<file path="src/rtl/calc1_pkg.sv">
// -----------------------------------------------------------------------------
// calc1_pkg
// Shared definitions for the calc1 channel: command and response codes, the
// requester state encoding and the captured-result record.
// No ports (package).
// -----------------------------------------------------------------------------
package calc1_pkg;

    // Command codes on req_cmd_in
    localparam logic [0:3] CMD_NOP = 4'd0;
    localparam logic [0:3] CMD_ADD = 4'd1;
    localparam logic [0:3] CMD_SUB = 4'd2;
    localparam logic [0:3] CMD_LSH = 4'd5;
    localparam logic [0:3] CMD_RSH = 4'd6;

    // Response codes on out_resp
    localparam logic [0:1] RESP_NONE = 2'd0;
    localparam logic [0:1] RESP_SUCC = 2'd1;
    localparam logic [0:1] RESP_INOF = 2'd2;
    localparam logic [0:1] RESP_IERR = 2'd3;

    typedef enum logic [2:0] {
        StIdle,
        StCmd,
        StData,
        StWait,
        StResult,
        StDead
    } req_state_e;

    typedef struct packed {
        logic [0:1]  resp;
        logic [0:31] data;
        logic        timeout;
    } req_result_t;

    // Results that leave the channel unusable until reset
    function automatic logic is_fatal(input req_result_t r);
        return r.timeout || (r.resp == RESP_INOF) || (r.resp == RESP_IERR);
    endfunction

endpackage

</file>
<file path="src/rtl/calc1_req_timer.sv">
// -----------------------------------------------------------------------------
// calc1_req_timer
// Saturating up-counter used to time the WAIT phase of a calc1 request.
//   i_clk   clock
//   i_rst   synchronous active-high reset
//   i_clr   synchronous clear to zero
//   i_en    count enable
//   o_next  value the counter takes on the next enabled edge (saturated)
//   o_tc    terminal count: the next enabled edge reaches LIMIT
// -----------------------------------------------------------------------------
module calc1_req_timer #(
    parameter int unsigned LIMIT = 64,
    parameter int unsigned W     = 16
) (
    input  logic         i_clk,
    input  logic         i_rst,
    input  logic         i_clr,
    input  logic         i_en,
    output logic [W-1:0] o_next,
    output logic         o_tc
);

    logic [W-1:0] r_count;
    logic [W-1:0] w_next;

    assign w_next = (&r_count) ? r_count : r_count + W'(1);

    always_ff @(posedge i_clk) begin
        if (i_rst || i_clr) begin
            r_count <= '0;
        end else if (i_en) begin
            r_count <= w_next;
        end
    end

    assign o_next = w_next;
    assign o_tc   = (32'(w_next) >= LIMIT);

endmodule

</file>
<file path="src/rtl/calc1_requester.sv">
// -----------------------------------------------------------------------------
// calc1_requester
// Initiator side of one calc1 channel port. Takes one host operation, drives
// the two-cycle request (cmd + operand 1, then operand 2), waits for the
// response or a timeout and hands the result back to the host.
//
// Optional macro CALC1_REQUESTER_LAT_STATS_EN adds lat_last / lat_max.
//
// Ports:
//   c_clk, reset            clock, synchronous active-high reset
//   op_valid/op_ready       host operation handshake; op_cmd, op_a, op_b
//   req_cmd_out/req_data_out request wires to the calculator
//   out_resp_in/out_data_in response wires from the calculator
//   res_valid/res_ready     result handshake; res_resp, res_data, res_timeout
//   dead                    channel halted after error or timeout
//   proto_err               sticky: response seen outside WAIT
//   lat_last, lat_max       (optional) WAIT cycles of last / slowest response
// -----------------------------------------------------------------------------
module calc1_requester
    import calc1_pkg::*;
#(
    parameter int unsigned TIMEOUT_CYCLES = 64,
    parameter int unsigned LAT_W          = 16
) (
    input  logic             c_clk,
    input  logic             reset,
    input  logic             op_valid,
    output logic             op_ready,
    input  logic [0:3]       op_cmd,
    input  logic [0:31]      op_a,
    input  logic [0:31]      op_b,
    output logic [0:3]       req_cmd_out,
    output logic [0:31]      req_data_out,
    input  logic [0:1]       out_resp_in,
    input  logic [0:31]      out_data_in,
    output logic             res_valid,
    input  logic             res_ready,
    output logic [0:1]       res_resp,
    output logic [0:31]      res_data,
    output logic             res_timeout,
    output logic             dead,
    output logic             proto_err
`ifdef CALC1_REQUESTER_LAT_STATS_EN
    ,
    output logic [LAT_W-1:0] lat_last,
    output logic [LAT_W-1:0] lat_max
`endif
);

    req_state_e  r_state, w_state_next;
    logic        r_op_ready;
    logic [0:31] r_b, w_b_next;
    logic [0:3]  r_req_cmd, w_req_cmd_next;
    logic [0:31] r_req_data, w_req_data_next;
    req_result_t r_res, w_res_next;
    logic        r_res_valid, w_res_valid_next;
    logic        r_dead;
    logic        r_proto_err;

    logic             w_tmr_clr;
    logic             w_tmr_en;
    logic [LAT_W-1:0] w_tmr_next;
    logic             w_tmr_tc;
    logic             w_capture;
    logic             w_spurious;

    calc1_req_timer #(
        .LIMIT (TIMEOUT_CYCLES),
        .W     (LAT_W)
    ) u_timer (
        .i_clk  (c_clk),
        .i_rst  (reset),
        .i_clr  (w_tmr_clr),
        .i_en   (w_tmr_en),
        .o_next (w_tmr_next),
        .o_tc   (w_tmr_tc)
    );

    assign w_spurious = (out_resp_in != RESP_NONE) && (r_state != StWait);

    always_comb begin
        w_state_next     = r_state;
        w_b_next         = r_b;
        w_req_cmd_next   = '0;
        w_req_data_next  = '0;
        w_res_next       = r_res;
        w_res_valid_next = r_res_valid;
        w_tmr_clr        = 1'b0;
        w_tmr_en         = 1'b0;
        w_capture        = 1'b0;

        unique case (r_state)
            StIdle: begin
                if (op_valid && r_op_ready) begin
                    w_b_next = op_b;
                    if (op_cmd == CMD_NOP) begin
                        // NOP never reaches the wire; report it as a timeout
                        w_res_next       = '{resp: RESP_NONE, data: '0, timeout: 1'b1};
                        w_res_valid_next = 1'b1;
                        w_state_next     = StResult;
                    end else begin
                        w_req_cmd_next  = op_cmd;
                        w_req_data_next = op_a;
                        w_state_next    = StCmd;
                    end
                end
            end
            StCmd: begin
                w_req_data_next = r_b;
                w_state_next    = StData;
            end
            StData: begin
                w_tmr_clr    = 1'b1;
                w_state_next = StWait;
            end
            StWait: begin
                w_tmr_en = 1'b1;
                // A response on the terminal-count cycle still wins
                if (out_resp_in != RESP_NONE) begin
                    w_res_next       = '{resp: out_resp_in, data: out_data_in, timeout: 1'b0};
                    w_res_valid_next = 1'b1;
                    w_capture        = 1'b1;
                    w_state_next     = StResult;
                end else if (w_tmr_tc) begin
                    w_res_next       = '{resp: RESP_NONE, data: '0, timeout: 1'b1};
                    w_res_valid_next = 1'b1;
                    w_state_next     = StResult;
                end
            end
            StResult: begin
                if (r_res_valid && res_ready) begin
                    w_res_valid_next = 1'b0;
                    w_state_next     = is_fatal(r_res) ? StDead : StIdle;
                end
            end
            StDead: begin
                w_state_next = StDead;
            end
            default: begin
                w_state_next = StIdle;
            end
        endcase
    end

    always_ff @(posedge c_clk) begin
        if (reset) begin
            r_state     <= StIdle;
            r_op_ready  <= 1'b0;
            r_b         <= '0;
            r_req_cmd   <= '0;
            r_req_data  <= '0;
            r_res       <= '0;
            r_res_valid <= 1'b0;
            r_dead      <= 1'b0;
            r_proto_err <= 1'b0;
        end else begin
            r_state     <= w_state_next;
            // Ready/dead are registered views of the state being entered
            r_op_ready  <= (w_state_next == StIdle);
            r_dead      <= (w_state_next == StDead);
            r_b         <= w_b_next;
            r_req_cmd   <= w_req_cmd_next;
            r_req_data  <= w_req_data_next;
            r_res       <= w_res_next;
            r_res_valid <= w_res_valid_next;
            r_proto_err <= r_proto_err | w_spurious;
        end
    end

    assign op_ready     = r_op_ready;
    assign req_cmd_out  = r_req_cmd;
    assign req_data_out = r_req_data;
    assign res_valid    = r_res_valid;
    assign res_resp     = r_res.resp;
    assign res_data     = r_res.data;
    assign res_timeout  = r_res.timeout;
    assign dead         = r_dead;
    assign proto_err    = r_proto_err;

`ifdef CALC1_REQUESTER_LAT_STATS_EN
    logic [LAT_W-1:0] r_lat_last;
    logic [LAT_W-1:0] r_lat_max;

    // w_tmr_next on the capture edge is the number of WAIT cycles including this one
    always_ff @(posedge c_clk) begin
        if (reset) begin
            r_lat_last <= '0;
            r_lat_max  <= '0;
        end else if (w_capture) begin
            r_lat_last <= w_tmr_next;
            if (w_tmr_next > r_lat_max) begin
                r_lat_max <= w_tmr_next;
            end
        end
    end

    assign lat_last = r_lat_last;
    assign lat_max  = r_lat_max;
`else
    logic w_unused_tmr_next;
    assign w_unused_tmr_next = ^w_tmr_next;
`endif

endmodule

</file>
<file path="config.mk">
export PLATFORM = sky130hd
export DESIGN_NAME = calc1_requester
export DESIGN_NICKNAME = d
export VERILOG_FILES = /design/src/rtl/calc1_pkg.sv /design/src/rtl/calc1_req_timer.sv /design/src/rtl/calc1_requester.sv
export SDC_FILE = /design/constraint.sdc
export NUM_CORES = 1
export LEC_CHECK = 0
export CORE_ASPECT_RATIO = 1.75
export CORE_MARGIN = 4
export CORE_UTILIZATION = 35
export DETAILED_ROUTE_END_ITERATION = 12
export GPL_TIMING_DRIVEN = 0
export PLACE_DENSITY = 0.66
export RECOVER_POWER = 100
export SETUP_SLACK_MARGIN = 0.1
export SLEW_MARGIN = 25
export SYNTH_ARGS = -nofsm -noshare
export SYNTH_HDL_FRONTEND = slang
export SYNTH_SLANG_ARGS = --single-unit
export TNS_END_PERCENT = 1
</file>
<file path="constraint.sdc">
create_clock -name c_clk -period 3.23 [get_ports c_clk]
set_clock_uncertainty 0.05 [all_clocks]
set_input_delay 0.8075 -clock c_clk [delete_from_list [all_inputs] [get_ports c_clk]]
set_output_delay 0.8075 -clock c_clk [all_outputs]
set_load 0.1 [all_outputs]
</file>
# == Yosys cells after proc, flatten, opt, wreduce, memory -nomap -nowiden ==
# Cells that the tools add are included.
# totals
inputBits,106
register_bits,126
word_cells,71
# classes
bitwise_logic,3
eq_ne,13
n_reduce_logical,17
mux,24
n_lt_le_gt_ge,1
n_addsub,1
# op_table
operator,n
two-way mux 35 bit,4
one-hot mux 35 bit (2 select lines),1
two-way mux 32 bit,2
one-hot mux 32 bit (2 select lines),1
two-way mux 3 bit,6
one-hot mux 3 bit (6 select lines),1
adder 16 x 1 -> 16 bit (second input constant),1
>= comparator 16 x 7 -> 1 bit (second input constant),1
two-way mux 16 bit,1
AND reduction 16 bit,1
equality test 3 bit (second input constant),3
two-way mux 1 bit,7
equality test 3 x 2 -> 1 bit (second input constant),2
logical NOT 3 bit,2
inequality test 2 bit (second input constant),3
inequality test 3 x 2 -> 1 bit (second input constant),2
AND reduction 5 bit,1
equality test 2 bit (second input constant),2
logical NOT 4 bit,1
AND reduction 4 bit,1
nonzero test 2 bit,2
OR reduction 4 bit,1
equality test 3 x 1 -> 1 bit (second input constant),1
logical AND 1 bit,3
6 further kinds,9

# == Logic depth before layout (Yosys ltp) ==
# logic_depth
word_depth,7
depth_mapped,9

# == By module ==
# Synthesis repeated with hierarchy kept, for this count alone.
# hier_totals
cells_unflattened,544
hier_area_um2,5096.1
# by_module_without_submodules
mod,instances,cells_per_inst,seq_area_each_um2,area_each_um2
calc1_requester,1,384,2202.1,3822.4
calc1_req_timer,1,160,320.3,1273.7

# == Least setup slack after synthesis ==
# OpenSTA, ideal clock, no wires.
# synth_timing
kind,register to register
from,reg u_timer.r_count[10]
to,"reg r_res, in the netlist res_data[0]"
path_buffers,2
required_time_ns,3.118
stages_incl_launch_ff,10
setup_slack_ns,0.602
arrival_time_ns,2.515
path_cell_list,dfxtp_1 buf_2 nand4_2 nor4_1 mux2_1 a2111oi_4 a41oi_2 o31ai_4 buf_6 a22o_1
# synth_between
elab_chain_len,5
word_cells_on_any_way,6
cone_classes,add/sub (1); order compare (1); eq/ne (1); mux (1); reduce/logical (2)
# synth_lines
item,line,source
start: declaration,calc1_req_timer.sv:23,logic [W-1:0] r_count;
start signal: assignment,calc1_req_timer.sv:32,r_count <= w_next;
adder 16 x 1 -> 16 bit or AND reduction 16 bit (tied branches),calc1_req_timer.sv:26,assign w_next = (&r_count) ? r_count : r_count + W'(1);
two-way mux 16 bit (*),calc1_req_timer.sv:26,
>= comparator 16 x 7 -> 1 bit (*),calc1_req_timer.sv:37,assign o_tc = (32'(w_next) >= LIMIT);
inequality test 3 x 2 -> 1 bit (no line) (*),n/a,
AND reduction 4 bit (no line) (*),n/a,
end signal: assignment,calc1_requester.sv:164,r_res <= w_res_next;
end: declaration,calc1_requester.sv:55,"req_result_t r_res, w_res_next;"
# Mark *: on every way between the ends. The rest lies on a longest branch, timed or not.
# A chain may end at the register's enable or synchronous reset.

# == Final worst setup path ==
# layout_timing
from,in op_valid
to,"reg r_req_data, in the netlist req_data_out[28]"
# layout_between
elab_chain_len,3
# layout_lines
item,line,source
start: declaration,calc1_requester.sv:27,"input logic op_valid,"
logical AND 1 bit,calc1_requester.sv:94,if (op_valid && r_op_ready) begin
two-way mux 32 bit,calc1_requester.sv:94,
one-hot mux 32 bit (2 select lines),calc1_requester.sv:92,unique case (r_state)
end signal: assignment,calc1_requester.sv:163,r_req_data <= w_req_data_next;
end: declaration,calc1_requester.sv:54,"logic [0:31] r_req_data, w_req_data_next;"
# Every way passes these cells.

==> out/metrics.cfg <==
[outcome]
status=finished clean

[power_and_ir_drop]
swShare_pct=28.4
clkPwrFrac_pct=45.2
total_power_mw=4.48
p_seq_share_pct=37.3
irDropWorstVdd_mv=0.402
power_frac_comb_pct=17.5
power.density_mw_per_mm2=602
p_int_mw=3.21
p_leak_nw=2.94
switchingPower_mw=1.27

[sta]
worst_hold_slack_ns=0.395
finalSetupViolations=0
period_needed_ns=2.93
hold_viol=0
rsz0062_at_grt=no
fin_crit_sh_pct=90.8
fmax_ghz=0.341
slew_headroom_pct=29.8
slew_violations=0
worst_pin_slew_ns=1.05

[placed_design]
place_area_mm2=0.00680
numPortBuffers=179
routabilityCongestion=0.857
hpwl_mm=11.1

[setup_path]
critPathCapture=req_data_out[28]
critPathCaptureType=flip-flop
critical_path.startpoint=op_valid
reg2regPathDepth=8
r2r-start=u_timer.r_count[8]
cpPeakStageDelay_ns=0.58
r2r_slack_ns=0.34
crit_fanout=10
worst_setup_path_start_kind=primary input
path_cells=dlygate4sd3_1 -> nand2_1 -> or4_1 -> clkbuf_1 -> nor2_1 -> clkbuf_1 -> a22oi_1 -> nor2_1
required_ns=3.52
critPathSlowestCell=dlygate4sd3_1
crit_arrival_ns=3.22
worstSetupPathType=primary input to flip-flop
timing.rr.end=res_data[16]

[yosys]
synth_area_leaders=dfxtp_1, nand2_1, a22o_1
synth_seq_cells=126
ys_top_cells_by_count=dfxtp_1, nand2_1, nor2_1
syn_nets=623
yosys.area.top_type_share_pct=52.7
synth.distinct_cells=49
synth_edf_count=0
ys_seq_area_share_pct=52.7
synthArstFlopShare_pct=0
postSynthAreaPerCell_um2=9.28
yosysTopAreaCell=dfxtp_1
synthMostInstantiatedCell=dfxtp_1
postSynthCellCount=516
synth_warnings=0
synth_top_flop_cell=dfxtp_1
synth_area_mm2=0.00479

[routing]
drt_iter0_markers=179
drt-pass1-iter-count=6
wire_per_inst_um=15.9
routed_wl_mm=14.3
vias=4469
drc=0
ant_nets=0
vias_per_cell=4.97

[finish]
drive_gt1_share_pct=7.31
area_growth_syn_to_layout_pct=55.3
fin_nets=821
final_util_pct=55.6
fin_area_mm2=0.00743

[grt]
grt_pass1_wl_mm=22.5
grt_overflow=0
grt_max_degree=17
grt.total_usage_pct=18.6
grt_pass1_vias=4549
antenna_found_initial=1

[clocking]
root_buffer=clkbuf_16
cts_buffer_depth=2
ctsResizeCount=0
tritoncts=yes
cts.sinks=126
cts_hold_buf=0
h-tree-depth=4
path_clk_slew_ns=0.05
clk_latency_ns=0.41
cts_inserted_buffers=17
cts_setup_buffers=0

[floorplanning]
start_util_pct=35.8
core_mm2=0.0134
fp.dieH_um=163
chipWidth_um=96.4
die-area_mm2=0.0157
io_pins=181
fp-row-count=56

[flow_run]
maxCapViolations=0

[worst_hold_path]
hp-class=flip-flop to flip-flop

logic make-up after synthesis:
kind of cell,Yosys count,synth area share (%)
simple gates,204,20.3
compound gates,128,19.8
flops,126,52.7
buf+inv,40,3.69
xor+xnor,11,2.01
mux,6,1.28
fa+ha+maj,1,0.261
how the worst min path moves through the flow:
| stage | from | to | depth (start not counted) |
|---|---|---|---|
| after floorplan | r_b[0] | r_b[0] | 2 |
| after global placement | proto_err | proto_err | 2 |
| after detailed placement | proto_err | proto_err | 2 |
| after CTS | proto_err | proto_err | 2 |
| after global routing | r_b[5] | r_b[5] | 2 |
| final | proto_err | proto_err | 2 |
routing by layer:
metal	GRT usage [%]	part of all wire (%)	vias up
met3	6.89	7.6	22
met4	6.64	1.9	0
li1	-	-	2219
met1	18.1	35	2070
met2	34.6	56	158
met5	0	0	-
stage by stage:
step / worst slack (ns) / std cells / TNS (ns)
global route: 0.119 / 900 / 0
global placement: -0.0108 / 869 / -0.0630
floorplan: 0.602 / 516 / 0
detailed placement: -0.0813 / 869 / -0.646
finish: 0.296 / 900 / 0
CTS: 0.238 / 899 / 0
flip-flops by register name, summed over array words and instances, names as in the netlist, 2 cells and up:
name             cells
res_resp             2
req_cmd_out          4
req_data_out        32
r_b                 32
u_timer.r_count     16
r_state              3
res_data            32
critical path: cells and delay by family:
kind | cells | cell delay, ns
AND/OR/NAND/NOR | 4 | 1.01
AO/OA/AOI/OAI | 1 | 0.17
buffers and inverters | 3 | 1.23
placed cells by master, fill, tap and decap left out, drive strengths merged, types with 2 or more instances in the layout:
cell type,netlist,final
nor4,6,6
inv,3,7
mux2i,5,5
dlygate4sd3,0,76
and4,3,3
clkbuf,31,50
a21oi,43,43
buf,6,5
nand4,5,5
nor3b,4,4
xnor2,7,7
nand3,10,10
bufinv,0,4
nor3,6,6
and3,7,7
o31ai,3,3
clkinv,0,3
nand2,90,90
or3,4,4
a311oi,3,3
dfxtp,126,126
clkdlybuf4s50,0,103
nand2b,4,4
a211oi,2,2
xor2,4,4
a22o,32,32
o21ai,4,4
a22oi,32,32
a41o,2,2
or2,4,4
nor2,57,57
area by class of cell:
class / count / area [um2]
clock inverters: 12 / 185
inverters: 3 / 11.3
flip-flops and latches: 126 / 2520
multi-input cells: 350 / 2100
diodes: 1 / 2.50
well taps: 174 / 218
repair buffers: 179 / 1790
fillers: 1187 / 5950
plain buffers: 37 / 164
clock buffers: 18 / 439
power by group through the flow:
stage / Sequential (mW) / Combinational, mW / Clock [mW]
after global routing: 1.68 / 0.835 / 2.13
after global placement: 1.70 / 0.792 / 0
final: 1.67 / 0.783 / 2.02
after detailed placement: 1.71 / 0.799 / 0
after CTS: 1.67 / 0.802 / 2.06
after floorplan: 1.96 / 0.249 / 0
Note: power is estimated with default switching activity, not from simulation.
